[config.mk]
export PLATFORM = sky130hd
export DESIGN_NAME = bit_selection_stream_ctrl
export DESIGN_NICKNAME = d
export VERILOG_FILES = /design/src/rtl/bit_selection_stream_ctrl.sv
export SDC_FILE = /design/constraint.sdc
export NUM_CORES = 1
export LEC_CHECK = 0
export ABC_AREA = 1
export BUFFER_PORTS_ARGS = -buffer_cell sky130_fd_sc_hd__buf_2
export CAP_MARGIN = 5
export CELL_PAD_IN_SITES_DETAIL_PLACEMENT = 1
export CELL_PAD_IN_SITES_GLOBAL_PLACEMENT = 2
export CORE_ASPECT_RATIO = 1.75
export CORE_MARGIN = 10
export CORE_UTILIZATION = 32
export DETAILED_ROUTE_END_ITERATION = 7
export PLACE_DENSITY_LB_ADDON = 0.08
export SLEW_MARGIN = 20
export SYNTH_ARGS = -nofsm -noshare
export SYNTH_HDL_FRONTEND = slang
export SYNTH_SLANG_ARGS = --single-unit
[constraint.sdc]
create_clock -name clk -period 5.9 [get_ports clk]
set_input_delay 0.59 -clock clk [delete_from_list [all_inputs] [get_ports clk]]
set_output_delay 0.59 -clock clk [all_outputs]
set_load 0.03 [all_outputs]
[src/rtl/bit_selection_stream_ctrl.sv]
// bit_selection_stream_ctrl
// Unpacks back-to-back LSB-first fields of 1..16 bits from a stream of
// 16-bit words. It keeps a two-word window {hi, lo} and a bit offset, and
// presents both to the downstream 32x16 bit selector, one field per cycle
// while enough data are buffered.
//
// Optional build macro: BIT_SEL_STREAM_CTRL_CNT_EN
//   When defined, adds o_field_cnt[15:0], a wrapping count of emitted fields
//   that is cleared by reset and by i_flush.
module bit_selection_stream_ctrl #(
  parameter int DATA_WIDTH    = 32,
  parameter int IN_WIDTH      = DATA_WIDTH / 2,
  parameter int COMMAND_WIDTH = $clog2(DATA_WIDTH) - 1
) (
  input  logic                     clk,
  input  logic                     rst,
  input  logic                     i_flush,
  input  logic [COMMAND_WIDTH-1:0] i_cfg_len,
  input  logic                     i_valid,
  input  logic [IN_WIDTH-1:0]      i_data,
  output logic                     o_ready,
  output logic                     o_sel_valid,
  output logic [DATA_WIDTH-1:0]    o_sel_data_bus,
  output logic [COMMAND_WIDTH-1:0] o_sel_cmd,
  input  logic                     i_sel_ready,
  output logic                     o_busy
`ifdef BIT_SEL_STREAM_CTRL_CNT_EN
  ,
  output logic [15:0]              o_field_cnt
`endif
);

  // Width that holds off + L without overflow (15 + 16 = 31).
  localparam int SUM_W = COMMAND_WIDTH + 1;
  localparam logic [SUM_W-1:0] WORD_BITS = SUM_W'(IN_WIDTH);

  // Window slots: index 0 is the older word (lo), index 1 the newer (hi).
  logic [1:0][IN_WIDTH-1:0] slot_reg;
  logic [1:0][IN_WIDTH-1:0] slot_next;
  logic [1:0][IN_WIDTH-1:0] slot_shifted;
  logic [1:0]               words_reg;
  logic [1:0]               words_next;
  logic [1:0]               words_shifted;
  logic [COMMAND_WIDTH-1:0] off_reg;
  logic [COMMAND_WIDTH-1:0] off_next;

  logic [SUM_W-1:0] field_len;
  logic [SUM_W-1:0] off_sum;
  logic             emit;
  logic             shift;
  logic             accept;
  logic             wr_idx;

  // Field length decode; a zero length code stands for a full 16-bit field.
  assign field_len = (i_cfg_len == '0) ? WORD_BITS : {1'b0, i_cfg_len};
  assign off_sum   = {1'b0, off_reg} + field_len;

  // A field is offered only if all of its bits are already in the window,
  // so a field never straddles a word that has not arrived yet.
  assign o_sel_valid = (words_reg == 2'd2) ||
                       ((words_reg == 2'd1) && (off_sum <= WORD_BITS));
  assign emit  = o_sel_valid && i_sel_ready;
  // Crossing into the newer word retires the older one.
  assign shift = emit && off_sum[SUM_W-1];

  // A slot is free if one is empty now or one is being retired this cycle.
  // During a flush the input is dropped, so ready is simply held high.
  assign o_ready = i_flush || (words_reg < 2'd2) || shift;
  assign accept  = i_valid && o_ready && !i_flush;

  assign o_sel_data_bus = {slot_reg[1], slot_reg[0]};
  assign o_sel_cmd      = off_reg;
  assign o_busy         = (words_reg != 2'd0);

  // Occupancy after any same-cycle retire decides where a new word lands.
  assign words_shifted = words_reg - {1'b0, shift};
  assign wr_idx        = (words_shifted != 2'd0);
  assign words_next    = words_shifted + {1'b0, accept};

  // After a shift the new offset is off_sum-16, otherwise off_sum; both are
  // just the low bits of the sum since off_sum never reaches 32.
  assign off_next = emit ? off_sum[COMMAND_WIDTH-1:0] : off_reg;

  // Per-slot next value: retire-shift first, then place an accepted word.
  // The vacated hi slot is zero-filled so empty bits read as 0.
  genvar gi;
  generate
    for (gi = 0; gi < 2; gi++) begin : g_slot
      if (gi == 0) begin : g_lo
        assign slot_shifted[gi] = shift ? slot_reg[1] : slot_reg[0];
      end else begin : g_hi
        assign slot_shifted[gi] = shift ? '0 : slot_reg[1];
      end
      assign slot_next[gi] = (accept && (wr_idx == 1'(gi))) ? i_data
                                                            : slot_shifted[gi];
    end
  endgenerate

  // Window, occupancy and offset registers; flush wins over accept/emit.
  always_ff @(posedge clk or negedge rst) begin
    if (!rst) begin
      slot_reg  <= '0;
      words_reg <= '0;
      off_reg   <= '0;
    end else if (i_flush) begin
      slot_reg  <= '0;
      words_reg <= '0;
      off_reg   <= '0;
    end else begin
      slot_reg  <= slot_next;
      words_reg <= words_next;
      off_reg   <= off_next;
    end
  end

`ifdef BIT_SEL_STREAM_CTRL_CNT_EN
  logic [15:0] field_cnt_reg;

  // Wrapping count of emitted fields.
  always_ff @(posedge clk or negedge rst) begin
    if (!rst) begin
      field_cnt_reg <= '0;
    end else if (i_flush) begin
      field_cnt_reg <= '0;
    end else if (emit) begin
      field_cnt_reg <= field_cnt_reg + 16'd1;
    end
  end

  assign o_field_cnt = field_cnt_reg;
`endif

endmodule

== Word level (Yosys, flattened, before mapping) ==
Cells that the tools add are included.

* Bits in writable memories: 0
* Word-level logic and storage cells: 38
* Bits of input ports: 25
* Register bits after elaboration: 38
* Bits in read-only memories: 0
* Latch bits: 0
* Memories kept: 0
* Output and inout port bits: 39

* Muxes and demuxes: 9
* Bitwise logic cells: 1
* Reduce and logical (&&, ||, !) cells: 17
* Order comparisons: 2
* Divide/modulo/power cells: 0
* $add $sub $neg: 3
* Equal/unequal tests: 2
* $mul: 0
* Shift-type cells: 0

{| class="wikitable"
|+ Operator list
! kind !! number
|-
| $mux 16 || 4
|-
| $mux 32 || 1
|-
| $mux 4 || 2
|-
| $logic_and 1x1->1 || 7
|-
| $reduce_bool 2->1 || 3
|-
| $reduce_bool 3->1 || 2
|-
| $add 4x5->5 || 1
|-
| $le 5x5->1 const B || 1
|-
| $mux 5 || 1
|-
| $logic_not 4->1 || 1
|-
| $logic_or 1x1->1 || 3
|-
| $add 2x1->2 || 1
|-
| $eq 2x1->1 const B || 1
|-
| $eq 2x2->1 const B || 1
|-
| $lt 2x2->1 const B || 1
|-
| $mux 2 || 1
|-
| $sub 2x1->2 || 1
|-
| $logic_not 1->1 || 1
|-
| $not 1->1 || 1
|}

== Depth between registers and ports, before layout ==
Gate-level depths: netlist (run 1).

* Depth after elaboration: 14
* Mapped depth: 21
* Mapped depth without buffers: 19

== Worst setup path after synthesis (run 1) ==
Ideal clock, no wire load.

* Kind: input to register
* Start point: in i_cfg_len[0]
* End point: reg slot_reg (netlist bit o_sel_data_bus[0])
* Stages on the path: 17
* Arrival: 3203 ps
* Slack: 2581 ps
* Path buffers: 2
* Required time: 5783 ps
* Setup time: 117 ps
* Cells stage by stage: clkbuf_1 > ha_1 > fa_1 > or2_1 > nor2_1 > nand3_1 > nand2_1 > nand4_4 > inv_1 > ha_1 > xnor2_2 > nand2_4 > o311ai_1 > inv_2 > buf_2 > nand2_1 > nand2_1

* Longest elaborated chain between the ends: 14
* Elaborated cells on any way between the ends: 18
* Classes of those cells: 2 x add/sub; 1 x order compare; 3 x mux; 1 x bitwise; 11 x reduce/logical

{| class="wikitable"
|+ RTL lines
! what !! RTL line !! text
|-
| from (decl) || 18 || <nowiki>input logic [COMMAND_WIDTH-1:0] i_cfg_len,</nowiki>
|-
| $logic_not 4->1 || 55 || <nowiki>assign field_len = (i_cfg_len == '0) ? WORD_BITS : {1'b0, i_cfg_len};</nowiki>
|-
| $mux 5 * || 55 ||
|-
| $add 4x5->5 * || 56 || <nowiki>assign off_sum = {1'b0, off_reg} + field_len;</nowiki>
|-
| $le 5x5->1 || 61 || <nowiki>((words_reg == 2'd1) && (off_sum <= WORD_BITS));</nowiki>
|-
| $logic_and 1x1->1 || 61 ||
|-
| $logic_or 1x1->1 || 60 || <nowiki>assign o_sel_valid = (words_reg == 2'd2) ||</nowiki>
|-
| $logic_and 1x1->1 || 62 || <nowiki>assign emit = o_sel_valid && i_sel_ready;</nowiki>
|-
| $logic_and 1x1->1 * || 64 || <nowiki>assign shift = emit && off_sum[SUM_W-1];</nowiki>
|-
| $sub 2x1->2 / $logic_or 1x1->1 (equally long branches) || 76, 68 ||
|-
| $reduce_bool 2->1 / $logic_and 1x1->1 (equally long branches) || 77, 69 ||
|-
| $not 1->1 / $logic_and 1x1->1 (equally long branches) || 94, 69 ||
|-
| $logic_and 1x1->1 || 94 || <nowiki>assign slot_next[gi] = (accept && (wr_idx == 1'(gi))) ? i_data</nowiki>
|-
| $mux 16 || 94 ||
|-
| $mux 32 || 105 || <nowiki>end else if (i_flush) begin</nowiki>
|-
| to (signal assigned) || 110 || <nowiki>slot_reg <= slot_next;</nowiki>
|-
| to (decl) || 38 || <nowiki>logic [1:0][IN_WIDTH-1:0] slot_reg;</nowiki>
|}

Every way passes the cells marked *; elsewhere a longest branch is shown, timed or not.
A chain may end at the register's enable or synchronous reset.

== Worst setup path in the final report (run 1) ==
* Start point: reg off_reg[0], in the netlist o_sel_cmd[0]
* End point: reg slot_reg (netlist bit o_sel_data_bus[16])

* Longest elaborated chain between the ends: 12
* Elaborated cells on any way between the ends: 15
* Classes of those cells: 2 x add/sub; 1 x order compare; 2 x mux; 10 x reduce/logical

{| class="wikitable"
|+ RTL lines
! what !! RTL line !! text
|-
| from (decl) || 44 || <nowiki>logic [COMMAND_WIDTH-1:0] off_reg;</nowiki>
|-
| from (signal assigned) || 112 || <nowiki>off_reg <= off_next;</nowiki>
|-
| $add 4x5->5 * || 56 ||
|-
| $le 5x5->1 || 61 ||
|-
| $logic_and 1x1->1 || 61 ||
|-
| $logic_or 1x1->1 || 60 ||
|-
| $logic_and 1x1->1 || 62 ||
|-
| $logic_and 1x1->1 * || 64 ||
|-
| parallel branches: the longest is 6 deep, another holds $sub 2x1->2 || - ||
|}

Every way passes the cells marked *.

==> results.txt, run 1 <==
Mean Syn Cell Area = 8.31 µm²
Met2 Wirelength = 3920 µm
die width = 83.2 µm
first-pass GRT wire length = 11700 µm
Skew-Pair Late Insertion Delay = 280 ps
Post-Syn Area = 2230 µm²
num rows = 40
TritonCTS clock tree = done
Routed wire per std cell = 17.3 µm
DR vias = 1984
Final Hold Fails = 0
Max Cap Violations = 0
Ys Warns = 0
register bit count reported by yosys = 38
CTS sink cnt = 38
CP cell instances = ha_1 > fa_1 > or2_1 > nor2_1 > nand3_1 > nand2_1 > nand4_4 > inv_1 > ha_1 > xnor2_2 > nand2_4 > inv_4 > o311ai_4 > o21ai_0
Crit path top cell by count = ha_1
Routed met3 length = 252 µm
Seq/Total Area, Yosys = 0.426
Die Area = 10900 µm²
post-synthesis simple-gate area fraction = 0.330
fin crit period = 3690 ps
grt total ovfl = 0
CTS-repair resized insts = 0
Max Used Layer = met4
Post-Syn Instances = 269
pin count of the biggest net entering global routing = 39
Critical Path Start Type = flop
Starting Density = 0.326
Final period util = 0.625
HP Class = in2async
vias in the first global route = 2268
DR iter-0 viols = 57
H-tree levels = 2
CP Data Required Time = 6030 ps
Post-Synth XOR/XNOR Area = 0.0224
WS Path Type = reg2reg
CP max-delay cell = o311ai_4
CP top delay family = simple AND/OR/NAND/NOR gates
CTS Buf Count = 5
status = finished, final reports clean
TNS Setup = 0 ps
VDD IR max = 0.135 mV
HPWL Detailed = 5190 µm
Setup crit end kind = flop
core area = 6860 µm²
clock tree buffer depth = 2
Final Util = 0.398
Port-buffer cells = 63
Compound-Gate Fraction of Synth Area = 0.0784
GPL Wtd Cong = 0.790
main combinational cell family by area after synthesis = simple AND/OR/NAND/NOR gates
Avg Vias per Cell = 4.85
total power = 1060 µW
RSZ-0062 raised after global routing = false
Remaining DRCs = 0
initial antenna violation count = 0
Slew Viols, Final = 0
Hold Buf Count CTS = 0
Worst-path clk slew = 60 ps
Fmax = 271 MHz
P per Cell Area = 387 nW/µm²
Main synth FF type = dfrtp_1
Detailed Route WL = 7060 µm
Post-CTS Setup Bufs = 0
Area Growth Syn to Fin = 22.0%
multiplexer share of the synthesized area = 0.00504
# IOs = 64
post-synthesis adder-cell area fraction = 0.0426
sum of buffers and inverters on the critical path = 2
Post-DRT Antenna Nets = 0
P_leak = 0.00151 µW
die span in y = 131 µm
metal1 wirelength = 2720 µm
clk root buf = clkbuf_16
total track usage = 0.134
worst-margin pin slew = 891 ps
final setup fails = 0
synth unique cells = 36
Max-slew headroom = 0.406
share of layout cells above drive strength 1 = 0.292
EDFF count, synth = 0
worst hold-check slack = 434 ps
WP data arrival = 3820 ps
asr flop ratio synth = 1.00
drt first pass iters = 4
Final nets = 357
max reg flops = 32
Diodes inserted = 0
Worst Skew = 4.46 ps
syn_nets = 301
crit-path max cell delay = 750 ps
crit-path max FO = 18
## power breakdown
part / switching (µW) / leakage, µW / total (µW) / internal (µW)
registers: 33.6 / 0.000519 / 334 / 300
clock network: 108 / 0.0000829 / 316 / 209
logic: 290 / 0.000912 / 405 / 115
total: 431 / 0.00151 / 1060 / 624
## layer usage
layer  track usage  vias to the layer above
met5             0                        -
met4        0.0573                        0
met3        0.0297                       12
met2         0.259                       42
met1         0.135                      955
li1              -                      975
## per-stage QoR
step,setup slack [ps],instance area (µm²),std cells
after floorplan,2580,2230,269
after global placement,1970,2560,402
after detailed placement,1820,2560,402
after CTS,2110,2730,409
after global routing,1880,2730,409
final,2210,2730,409
## worst paths after layout
kind,cells after the start,from,slack (ps),end
max,14,o_sel_cmd[0],2210,o_sel_data_bus[16]
min,1,rst,430,o_sel_data_bus[9]
max reg2reg,14,o_sel_cmd[0],2210,o_sel_data_bus[16]
min reg2reg,2,o_sel_data_bus[12],480,o_sel_data_bus[12]
max in group asynchronous,1,rst,4910,o_sel_data_bus[17]
min in group clk,2,o_sel_data_bus[12],480,o_sel_data_bus[12]
## layout by cell type (no fill, tap or decap), types with 2 or more instances in the layout
cell       instances
nor2_1             7
clkbuf_16          5
nand2_1           94
ha_1               6
nand2_4            2
buf_2             63
nand4_1           16
o21ai_2            9
nand3_1           27
xor2_1             2
o21ai_0            6
inv_1             26
a21oi_1            3
dfrtp_1           38
## cell families after synthesis
family | count (synthesis)
simple gates | 153
buf+inv | 44
flops | 38
compound gates | 22
fa+ha+maj | 7
xor+xnor | 4
mux | 1
## layout make-up
| type | instances | area (µm²) |
|---|---|---|
| Clock inverter | 1 | 30.0 |
| Tap cell | 84 | 105 |
| Timing Repair Buffer | 63 | 315 |
| Multi-Input combinational cell | 187 | 1070 |
| Sequential cell | 38 | 951 |
| Fill cell | 840 | 4130 |
| Inverter | 30 | 116 |
| Clock buffer | 6 | 139 |
## Yosys cell counts, types with 2 or more instances
cell,n,area [µm²]
xor2_1,2,17.5
o21ai_2,9,78.8
buf_8,2,30.0
buf_2,3,15.0
buf_6,2,22.5
nand3_1,27,135
inv_1,26,97.6
nand2_1,94,353
clkbuf_1,6,22.5
o21ai_0,6,30.0
a21oi_1,3,15.0
nand2_4,2,22.5
nor2_1,7,26.3
ha_1,6,75.1
dfrtp_1,38,951
nand4_1,16,100
Note: power is estimated with default switching activity, not from simulation.
==> inputs of run 2 (changes only) <==
--- a/config.mk
+++ b/config.mk
@@ -12,7 +12,7 @@
 export CELL_PAD_IN_SITES_GLOBAL_PLACEMENT = 2
 export CORE_ASPECT_RATIO = 1.75
 export CORE_MARGIN = 10
-export CORE_UTILIZATION = 32
+export CORE_UTILIZATION = 27
 export DETAILED_ROUTE_END_ITERATION = 7
 export PLACE_DENSITY_LB_ADDON = 0.08
 export SLEW_MARGIN = 20
==> constraint.sdc (replaced) <==
create_clock -name clk -period 3.1 [get_ports clk]
set_input_delay 0.31 -clock clk [delete_from_list [all_inputs] [get_ports clk]]
set_output_delay 0.31 -clock clk [all_outputs]
set_load 0.03 [all_outputs]
==> run 2 against run 1 <==
Largest cell class unchanged. Maximum frequency grew 23%. Clock power grew 57%. Critical endpoint is now o_sel_data_bus[1]. Clock-buffer cell count is the same. Non-clock buffer count grew 11.
==> results.txt, run 2 (synthesis results as in run 1) <==
status = finished, final reports clean
die width = 88.8 µm (+6.7%)
Hold Buf Count CTS = 0 (unchanged)
Post-DRT Antenna Nets = 0 (unchanged)
grt total ovfl = 0 (unchanged)
Max Cap Violations = 0 (unchanged)
final setup fails = 0 (unchanged)
drt first pass iters = 4 (unchanged)
commonest non-fill, non-tap cell in the layout = nand2_1
vias in the first global route = 2342 (+3.3%)
crit-path max FO = 8 (-10)
max reg flops = 32 (unchanged)
RSZ-0062 raised after global routing = true
VDD IR max = 0.329 mV (+140%)
Final period util = 0.967 (+0.342)
Detailed Route WL = 7700 µm (+9.1%)
Port-buffer cells = 63 (unchanged)
CP max-delay cell = fa_1
pin count of the biggest net entering global routing = 39 (unchanged)
CP cell instances = ha_4 > fa_1 > or2_1 > nor2_2 > nand3_2 > nand2_2 > nand4_4 > inv_2 > ha_4 > xnor2_4 > nand2_4 > o311ai_4 > nand2_2 > clkinv_4 > nand2_1 > nand2_1
share of layout cells above drive strength 1 = 0.383 (+0.0912)
WP data arrival = 3220 ps (-600 ps)
Routed wire per std cell = 17.9 µm (+4.0%)
CP Data Required Time = 3320 ps (-2710 ps)
initial antenna violation count = 0 (unchanged)
WS Path Type = reg2reg
Worst-path clk slew = 60 ps (about the same)
Worst Skew = 6.48 ps (+2.02 ps)
Starting Density = 0.279 (-0.0472)
GPL Wtd Cong = 0.711 (-10%)
Register Area = 952 µm² (+0.13%)
number of fill cells = 985 (+17%)
crit-path max cell delay = 480 ps (-270 ps)
Final nets = 370 (+3.6%)
CP top delay family = simple AND/OR/NAND/NOR gates
Setup crit end kind = flop
total track usage = 0.127 (-0.00763)
# IOs = 64 (unchanged)
Reg2Reg Setup Slack = 100 ps (-2110 ps)
final worst setup slack = 102 ps (-2110 ps)
Area Growth Syn to Fin = 31.4%
Avg Vias per Cell = 4.79 (-1.3%)
TritonCTS clock tree = done
H-tree levels = 2 (unchanged)
Diodes inserted = 0 (unchanged)
P_leak = 0.00158 µW (+4.2%)
fin crit period = 3000 ps (-692 ps)
die span in y = 140 µm (+7.5%)
Remaining DRCs = 0 (unchanged)
clk root buf = clkbuf_16
HP Class = in2async
Post-Layout Cell Count = 429 (+4.9%)
dpl cells = 418 (+4.0%)
CTS sink cnt = 38 (unchanged)
area occupied by multi-input gates = 1190 µm² (+11%)
Slew Viols, Final = 0 (unchanged)
Die Area = 12500 µm² (+15%)
core area = 8020 µm² (+17%)
num rows = 43 (+7.5%)
CTS Buf Count = 5 (unchanged)
Max-slew headroom = 0.387 (-0.0190)
Final Hold Fails = 0 (unchanged)
HPWL Detailed = 5600 µm (+7.8%)
worst-margin pin slew = 919 ps (+28.5 ps)
Critical Path Start Type = flop
post-place setup slack = -18.2 ps (-1840 ps)
sum of buffers and inverters on the critical path = 2 (unchanged)
first-pass GRT wire length = 12200 µm (+4.3%)
DR iter-0 viols = 38 (-33%)
most frequent cells in the layout = nand2_1 (80), buf_2 (63), dfrtp_1 (37)
DR vias = 2055 (+3.6%)
clock tree buffer depth = 2 (unchanged)
P per Cell Area = 700 nW/µm² (+81%)
Fmax = 334 MHz (+23%)
Skew-Pair Late Insertion Delay = 290 ps (about the same)
run 2: cell types whose count changed in the layout (fill, tap and decap cells not counted), sizes merged:
cell / before / now
clkinv: 2 / 5
bufinv: 1 / 0
nand3: 29 / 30
buf: 63 / 74
run 2: layout make-up:
class	instances	share of cell area
clock buffers	6	0.0439
clock inverters	2	0.00341
inverters	30	0.0418
multi-input cells	188	0.404
flip-flops and latches	38	0.324
well taps	90	0.0384
repair buffers	74	0.141
repair inverters	1	0.00298
run 2: through the flow:
step                cell area [µm²]  TNS (ps)  total power (µW)  hold slack (ps)  utilization
finish                         2940         0              2050              159        0.366
global route                   2940      -825              2200              233        0.366
CTS                            2820         0              2030              204        0.351
floorplan                      2260         0              1220             14.4            -
global placement               2670         0              1510              458        0.334
detailed placement             2670     -18.5              1510              461        0.334
run 2: timing repair:
action	CTS	global route
buffers inserted	0	1
resized for setup	1	28
pin swaps	0	14
endpoints found under the setup margin	3	22
cloned	0	2
run 2: per-layer routing:
layer | share of wire | global-route usage
met5 | 0 | 0
met4 | 0.013 | 0.0385
met3 | 0.049 | 0.0343
met2 | 0.58 | 0.243
met1 | 0.36 | 0.124
run 2: path summary, 6_finish.rpt:
path,start,end,cells after the start
setup / recovery,o_sel_cmd[0],o_sel_data_bus[1],16
hold / removal,rst,o_sel_data_bus[23],1
setup reg to reg,o_sel_cmd[0],o_sel_data_bus[1],16
hold reg to reg,o_sel_data_bus[10],o_sel_data_bus[10],2
max in group asynchronous,rst,o_sel_cmd[0],1
min in group clk,i_data[15],o_sel_data_bus[31],3
run 2: report_power, final:
part,switching [µW],internal [µW]
registers,65.4,572
logic,617,304
clock network,201,295
